[config.mk]
export PLATFORM = sky130hd
export DESIGN_NAME = k502_linebuf_ctrl
export DESIGN_NICKNAME = d
export VERILOG_FILES = /design/src/rtl/k502_linebuf_ctrl.sv
export SDC_FILE = /design/constraint.sdc
export NUM_CORES = 1
export LEC_CHECK = 0
export CORE_ASPECT_RATIO = 0.8
export CORE_MARGIN = 5
export CORE_UTILIZATION = 40
export DETAILED_ROUTE_END_ITERATION = 7
export HOLD_SLACK_MARGIN = 0.03
export MAX_ROUTING_LAYER = met4
export PLACE_DENSITY = 0.82
export SKIP_LAST_GASP = 1
export SYNTH_ARGS = -nofsm -noshare
export SYNTH_HDL_FRONTEND = slang
export SYNTH_SLANG_ARGS = --single-unit
[constraint.sdc]
create_clock -name clk -period 2.01 [get_ports clk]
set_clock_uncertainty 0.15 [all_clocks]
set_input_delay 0.201 -clock clk [delete_from_list [all_inputs] [get_ports clk]]
set_output_delay 0.201 -clock clk [all_outputs]
set_load 0.01 [all_outputs]
[src/rtl/k502_linebuf_ctrl.sv]
// Line-buffer pair sequencer for the 502 mixer: bank swap, display read/clear-behind-beam,
// and the renderer write port into the draw bank.
module k502_linebuf_ctrl #(
  parameter int ADDR_W = 8,
  parameter int PIX_W  = 4
) (
  input  logic              clk,
  input  logic              nReset,
  input  logic              pix_en,
  input  logic              line_active,
  input  logic              swap,
  input  logic              wr_req,
  input  logic [ADDR_W-1:0] wr_x,
  input  logic [PIX_W-1:0]  wr_pix,
  output logic              wr_ack,
  output logic              bank_sel,
  output logic [ADDR_W-1:0] a_addr,
  output logic [ADDR_W-1:0] b_addr,
  output logic              a_we,
  output logic              b_we,
  output logic [PIX_W-1:0]  a_wdata,
  output logic [PIX_W-1:0]  b_wdata,
  input  logic [PIX_W-1:0]  a_rdata,
  input  logic [PIX_W-1:0]  b_rdata,
  output logic [PIX_W-1:0]  pix_out,
  output logic              pix_zero,
  output logic [1:0]        dbg_state  // 0 IDLE, 1 READ, 2 CLEAR
);

  typedef enum logic [1:0] {
    IDLE  = 2'd0,
    READ  = 2'd1,
    CLEAR = 2'd2
  } state_t;

  state_t            state, state_d;
  logic [ADDR_W-1:0] x_cnt, x_cnt_d;
  logic              swap_pend, swap_pend_d;
  logic              swap_take;
  logic              bank_sel_d;
  logic [PIX_W-1:0]  pix_out_d;
  logic [PIX_W-1:0]  disp_rdata;
  logic              disp_we;

  logic              wr_take;
  logic [ADDR_W-1:0] wr_x_q;
  logic [PIX_W-1:0]  wr_pix_q;
  logic [ADDR_W-1:0] draw_addr;
  logic              draw_we;
  logic [PIX_W-1:0]  draw_wdata;

  assign disp_rdata = bank_sel ? b_rdata : a_rdata;

  // Display FSM. The address sits on x_cnt in every state, so the read issued in IDLE
  // returns data during READ, which is also the cycle the location is zeroed.
  always_comb begin
    state_d     = state;
    x_cnt_d     = x_cnt;
    swap_pend_d = swap_pend;
    bank_sel_d  = bank_sel;
    pix_out_d   = pix_out;
    swap_take   = 1'b0;
    disp_we     = 1'b0;
    case (state)
      IDLE: begin
        // A swap landing with a pixel strobe wins: the bank flips and the strobe is dropped.
        swap_take = swap;
        if (!swap && pix_en && line_active) state_d = READ;
      end
      READ: begin
        disp_we   = 1'b1;
        pix_out_d = disp_rdata;
        state_d   = CLEAR;
        if (swap) swap_pend_d = 1'b1;
      end
      CLEAR: begin
        state_d   = IDLE;
        swap_take = swap | swap_pend;
        x_cnt_d   = x_cnt + 1'b1;
      end
      default: state_d = IDLE;
    endcase
    if (swap_take) begin
      bank_sel_d  = ~bank_sel;
      x_cnt_d     = '0;
      swap_pend_d = 1'b0;
    end
  end

  // Renderer port: wr_req is a held valid and wr_ack a one-cycle ready/accept pulse. A request
  // is accepted when no ack is already out and no swap lands this edge; the write is issued to
  // the draw bank in the ack cycle from the captured address/pixel, skipped when the pixel is 0.
  assign wr_take    = wr_req & ~wr_ack & ~swap_take;
  assign draw_addr  = wr_ack ? wr_x_q : '0;
  assign draw_we    = wr_ack & (wr_pix_q != '0);
  assign draw_wdata = wr_ack ? wr_pix_q : '0;

  always_ff @(posedge clk) begin
    if (!nReset) begin
      state     <= IDLE;
      x_cnt     <= '0;
      swap_pend <= 1'b0;
      bank_sel  <= 1'b0;
      pix_out   <= '0;
      wr_ack    <= 1'b0;
      wr_x_q    <= '0;
      wr_pix_q  <= '0;
    end else begin
      state     <= state_d;
      x_cnt     <= x_cnt_d;
      swap_pend <= swap_pend_d;
      bank_sel  <= bank_sel_d;
      pix_out   <= pix_out_d;
      wr_ack    <= wr_take;
      if (wr_take) begin
        wr_x_q   <= wr_x;
        wr_pix_q <= wr_pix;
      end
    end
  end

  assign a_addr    = bank_sel ? draw_addr  : x_cnt;
  assign a_we      = bank_sel ? draw_we    : disp_we;
  assign a_wdata   = bank_sel ? draw_wdata : '0;
  assign b_addr    = bank_sel ? x_cnt      : draw_addr;
  assign b_we      = bank_sel ? disp_we    : draw_we;
  assign b_wdata   = bank_sel ? '0         : draw_wdata;
  assign pix_zero  = (pix_out == '0);
  assign dbg_state = state;

endmodule

## Yosys cells after proc, flatten, opt, wreduce, memory -nomap -nowiden

Index checks and enable logic that the tools add are counted.
W data, S select, Z words.

| word-level totals | value |
|---|---|
| flip-flop bits (word level) | 29 |
| input bits | 26 |
| output and inout port bits | 35 |
| logic and storage cells | 41 |

| operators by class | value |
|---|---|
| add/subtract/negate cells | 1 |
| eq/ne operators | 3 |
| multiplexer cells | 13 |
| bitwise logic cells | 8 |
| reduce and logical (&&, ||, !) cells | 8 |

Operators by type and width:

| operator | number |
|---|---|
| $mux W8 | 3 |
| $mux W4 | 4 |
| $add A8 B1 Y8 const B | 1 |
| $logic_not A4 Y1 | 1 |
| $not A1 Y1 | 4 |
| $pmux W2 S2 | 1 |
| $reduce_bool A4 Y1 | 1 |
| $and A1 B1 Y1 | 3 |
| $mux W1 | 3 |
| $eq A2 B1 Y1 const B | 1 |
| $eq A2 B2 Y1 const B | 1 |
| $logic_and A1 B1 Y1 | 2 |
| $logic_not A2 Y1 | 1 |
| $mux W2 | 1 |
| $ne A2 B2 Y1 const B | 1 |
| $pmux W1 S2 | 1 |
| $reduce_and A2 Y1 | 1 |
| $reduce_or A2 Y1 | 1 |
| $logic_not A1 Y1 | 1 |
| $or A1 B1 Y1 | 1 |

## Logic depth before layout (Yosys ltp)

| depth | value |
|---|---|
| depth after elaboration | 5 |
| mapped depth | 5 |
| depth with buffers taken out | 4 |

## Worst setup path after synthesis

Ideal clock, no wire load.

| path | value |
|---|---|
| kind | reg-to-output |
| from | reg wr_ack |
| to | out a_addr[4] |
| arrival time | 1207 ps |
| required time | 1659 ps |
| path slack | 452 ps |
| cell stages (with the launch flop) | 5 |
| buffers on the path | 2 |
| path through | dfxtp_1 -> clkbuf_1 -> clkbuf_1 -> nand2_1 -> o21ai_0 |

| between the ends | value |
|---|---|
| word-level cells in the longest chain between the ends | 2 |

RTL lines:

| item | RTL line | RTL |
|---|---|---|
| start, declared | 15 | `output logic wr_ack,` |
| start signal, assigned | 114 | `wr_ack <= wr_take;` |
| $mux W8 | 94 | `assign draw_addr = wr_ack ? wr_x_q : '0;` |
| $mux W8 | 122 | `assign a_addr = bank_sel ? draw_addr : x_cnt;` |
| end, declared | 17 | `output logic [ADDR_W-1:0] a_addr,` |

No other way between the ends.

## Worst setup path in the final report

| path | value |
|---|---|
| from | reg wr_ack |
| to | out b_addr[5] |

| between the ends | value |
|---|---|
| word-level cells in the longest chain between the ends | 2 |

RTL lines:

| item | RTL line | RTL |
|---|---|---|
| $mux W8 | 94 |  |
| $mux W8 | 125 | `assign b_addr = bank_sel ? x_cnt : draw_addr;` |
| end, declared | 18 | `output logic [ADDR_W-1:0] b_addr,` |

No other way between the ends.

==> results.cfg <==
[logic_synthesis]
synth_cell_types = 34
synth_area_um2 = 1518
ys_top_cells_by_area = dfxtp_1, nand2_1, mux2i_1, o21ai_0, o211a_1
synthCells = 191
ys_ff_latch = 29
synth.yosys.seq_area_share = 0.3825
syn-mean-instance-area_um2 = 7.946
yosys.area.top_type = dfxtp_1
yosys.area.top_type_share = 0.3825
yosys_warnings = 0
syn_nets = 218

[final_layout]
final_cells = 302
antenna_cells = 0
nets = 284
final_cell_area_um2 = 2374
seq_area_um2 = 583.1
fin_util = 0.6366
multi_input_area_um2 = 878.3
drive_above_1_share = 0.1202
synthToLayoutAreaGrowth_pct = 56.39
fillers = 323

[grt]
grt_pass1_wl_um = 6548
overflow = 0
grt_pass1_vias = 1497
grt_max_degree = 28
antenna_found_initial = 0
gr-usage-all-layers = 0.1686

[cts]
cts_hold_buf = 0
clock_path_buffers = 2
clkLatencyLatePin_ns = 0.28
cts.sinks = 29
htreeDepth = 2
cts-root-buf = clkbuf_8
numCtsBuffers = 5
clkTransAtPathRegs_ns = 0.05
cts_tree = done

[critical_path]
path_class = register to primary output
start_kind = register
worst_ep_required_time_ns = 1.66
end_kind = primary output
crit_fanout = 8
arrival_ns = 1.61

[floorplanning]
num_io_pins = 61
start_util = 0.4070
die_w_um = 78.87
fp.coreArea_um2 = 3729
die_height_um = 65.10
dieArea_um2 = 5134
rows = 20

[route]
drt_iter0_drc = 67
detail_route.wl_per_cell_um = 13.56
ant_nets = 0
vias_per_cell = 5.182
drc = 0
wirelength_um = 4096
vias = 1565
first_pass_iters = 4

[placed_design]
portBuffers = 60
place_hpwl_um = 3010
post-place-ws_ns = 0.1986
place_inst = 290
dpl_cell_area_um2 = 2188
place_congestion = 0.8707

[timing]
final-hold-violation-count = 0
tns_ns = 0
rsz0062_at_grt = true
worst_pin_slew_ns = 0.4647
fmax_mhz = 509.5
holdWs_ns = 0.3156
slew_viol_final = 0
fin_ws_ns = 0.04739
relSlewSlack = 0.6902
post-route-min-period_ns = 1.963
setup_violations = 0
fin_crit_sh = 0.9764

[min_path]
hold_class = register to register

[pwr]
p_leak_nw = 1.254
power_mw = 1.273
vdd_ir_drop_max_mv = 0.3012
power_density_nw_per_um2 = 536.2

[job]
cap_violations = 0

[run_status]
status = finished clean
state kept, by name (all words and copies together), names as in the netlist:
| register | flops |
|---|---|
| bank_sel | 1 |
| wr_pix_q | 4 |
| dbg_state | 2 |
| swap_pend | 1 |
| x_cnt | 8 |
| wr_x_q | 8 |
| wr_ack | 1 |
| pix_out | 4 |
worst max-delay path: stages (launching register included):
cell,delay (ns)
dfxtp_2,0.37
buf_4,0.16
nand2_1,0.07
o21ai_0,0.16
clkdlybuf4s50_1,0.58
per-layer routing:
| layer | GRT usage | up-vias | part of all wire |
|---|---|---|---|
| li1 | - | 785 | - |
| met1 | 0.1846 | 720 | 0.43 |
| met2 | 0.2765 | 51 | 0.48 |
| met3 | 0.05342 | 9 | 0.066 |
| met4 | 0.09013 | 0 | 0.023 |
| met5 | - | - | 0 |
layout make-up:
type	instances	area share
multi-input cells	145	0.3701
repair buffers	73	0.3210
flip-flops and latches	29	0.2457
clock buffers	8	0.03374
well taps	44	0.02319
inverters	3	0.006326
cells in the final DEF (no fill, tap or decap), types with 2 or more instances in the layout:
master,instances
and3_1,4
dfxtp_1,27
o21ai_0,23
mux2i_1,17
clkbuf_1,3
nand3_1,3
o211a_1,4
clkdlybuf4s50_1,42
nand2_1,53
dfxtp_2,2
a21oi_1,6
inv_1,2
buf_4,10
nor2_1,4
or3_1,4
and2_1,5
nand2b_1,2
xnor2_1,2
clkbuf_8,5
buf_12,2
dlymetal6s2s_1,17
synthesized netlist by cell type:
cell and instances:
nand2b_1 2, nor2_1 4, o211a_1 4, buf_1 1
and2_1 5, xnor2_1 2, a21oi_1 6, or3_1 4
nand2_1 53, inv_1 3, nand3_1 3, nor3_1 1
nand4b_1 1, mux2i_1 17, nand4b_4 1, o21ai_2 1
clkbuf_1 8, o21ai_0 23, dfxtp_1 29, ha_1 1
buf_6 1, nor4_1 1, or3_2 1, nand4_2 1
o21ba_2 1, or4_4 1, buf_2 4, o41ai_1 1
and3_1 4, a21oi_2 1, o31ai_1 1, nand3b_1 1
a21boi_1 1, nor2b_1 3
cells by family after synthesis:
| group | synth area share |
|---|---|
| flip-flops | 0.3825 |
| adder cells (fa/ha/maj) | 0.008243 |
| AND/OR/NAND/NOR | 0.2795 |
| buffers and inverters | 0.05029 |
| AO/OA/AOI/OAI | 0.1558 |
| multiplexers | 0.1121 |
| XOR/XNOR | 0.01154 |
final timing paths:
kind / from / end / slack [ns] / cells past startpoint
setup / recovery: wr_ack$_SDFF_PN0_ / b_addr[5] / 0.05 / 4
hold reg to reg: wr_x_q[0]$_SDFFE_PN0P_ / wr_x_q[0]$_SDFFE_PN0P_ / 0.32 / 2
setup reg to reg: x_cnt[0]$_SDFFE_PP0N_ / x_cnt[4]$_SDFFE_PP0N_ / 0.47 / 4
hold / removal: wr_x_q[0]$_SDFFE_PN0P_ / wr_x_q[0]$_SDFFE_PN0P_ / 0.32 / 2
power by group:
part / internal [mW] / switching (mW) / total, mW
Combinational: 0.120 / 0.0873 / 0.208
Sequential: 0.596 / 0.0184 / 0.614
Clock: 0.245 / 0.206 / 0.451
Total: 0.961 / 0.312 / 1.27
what timing repair did:
| item | CTS | global route |
|---|---|---|
| gates resized for setup | 6 | 22 |
| endpoints found under the setup margin | 17 | 21 |
| buffers inserted | 0 | 4 |
| pin swaps | 0 | 1 |
(Power assumes the default switching activity.)
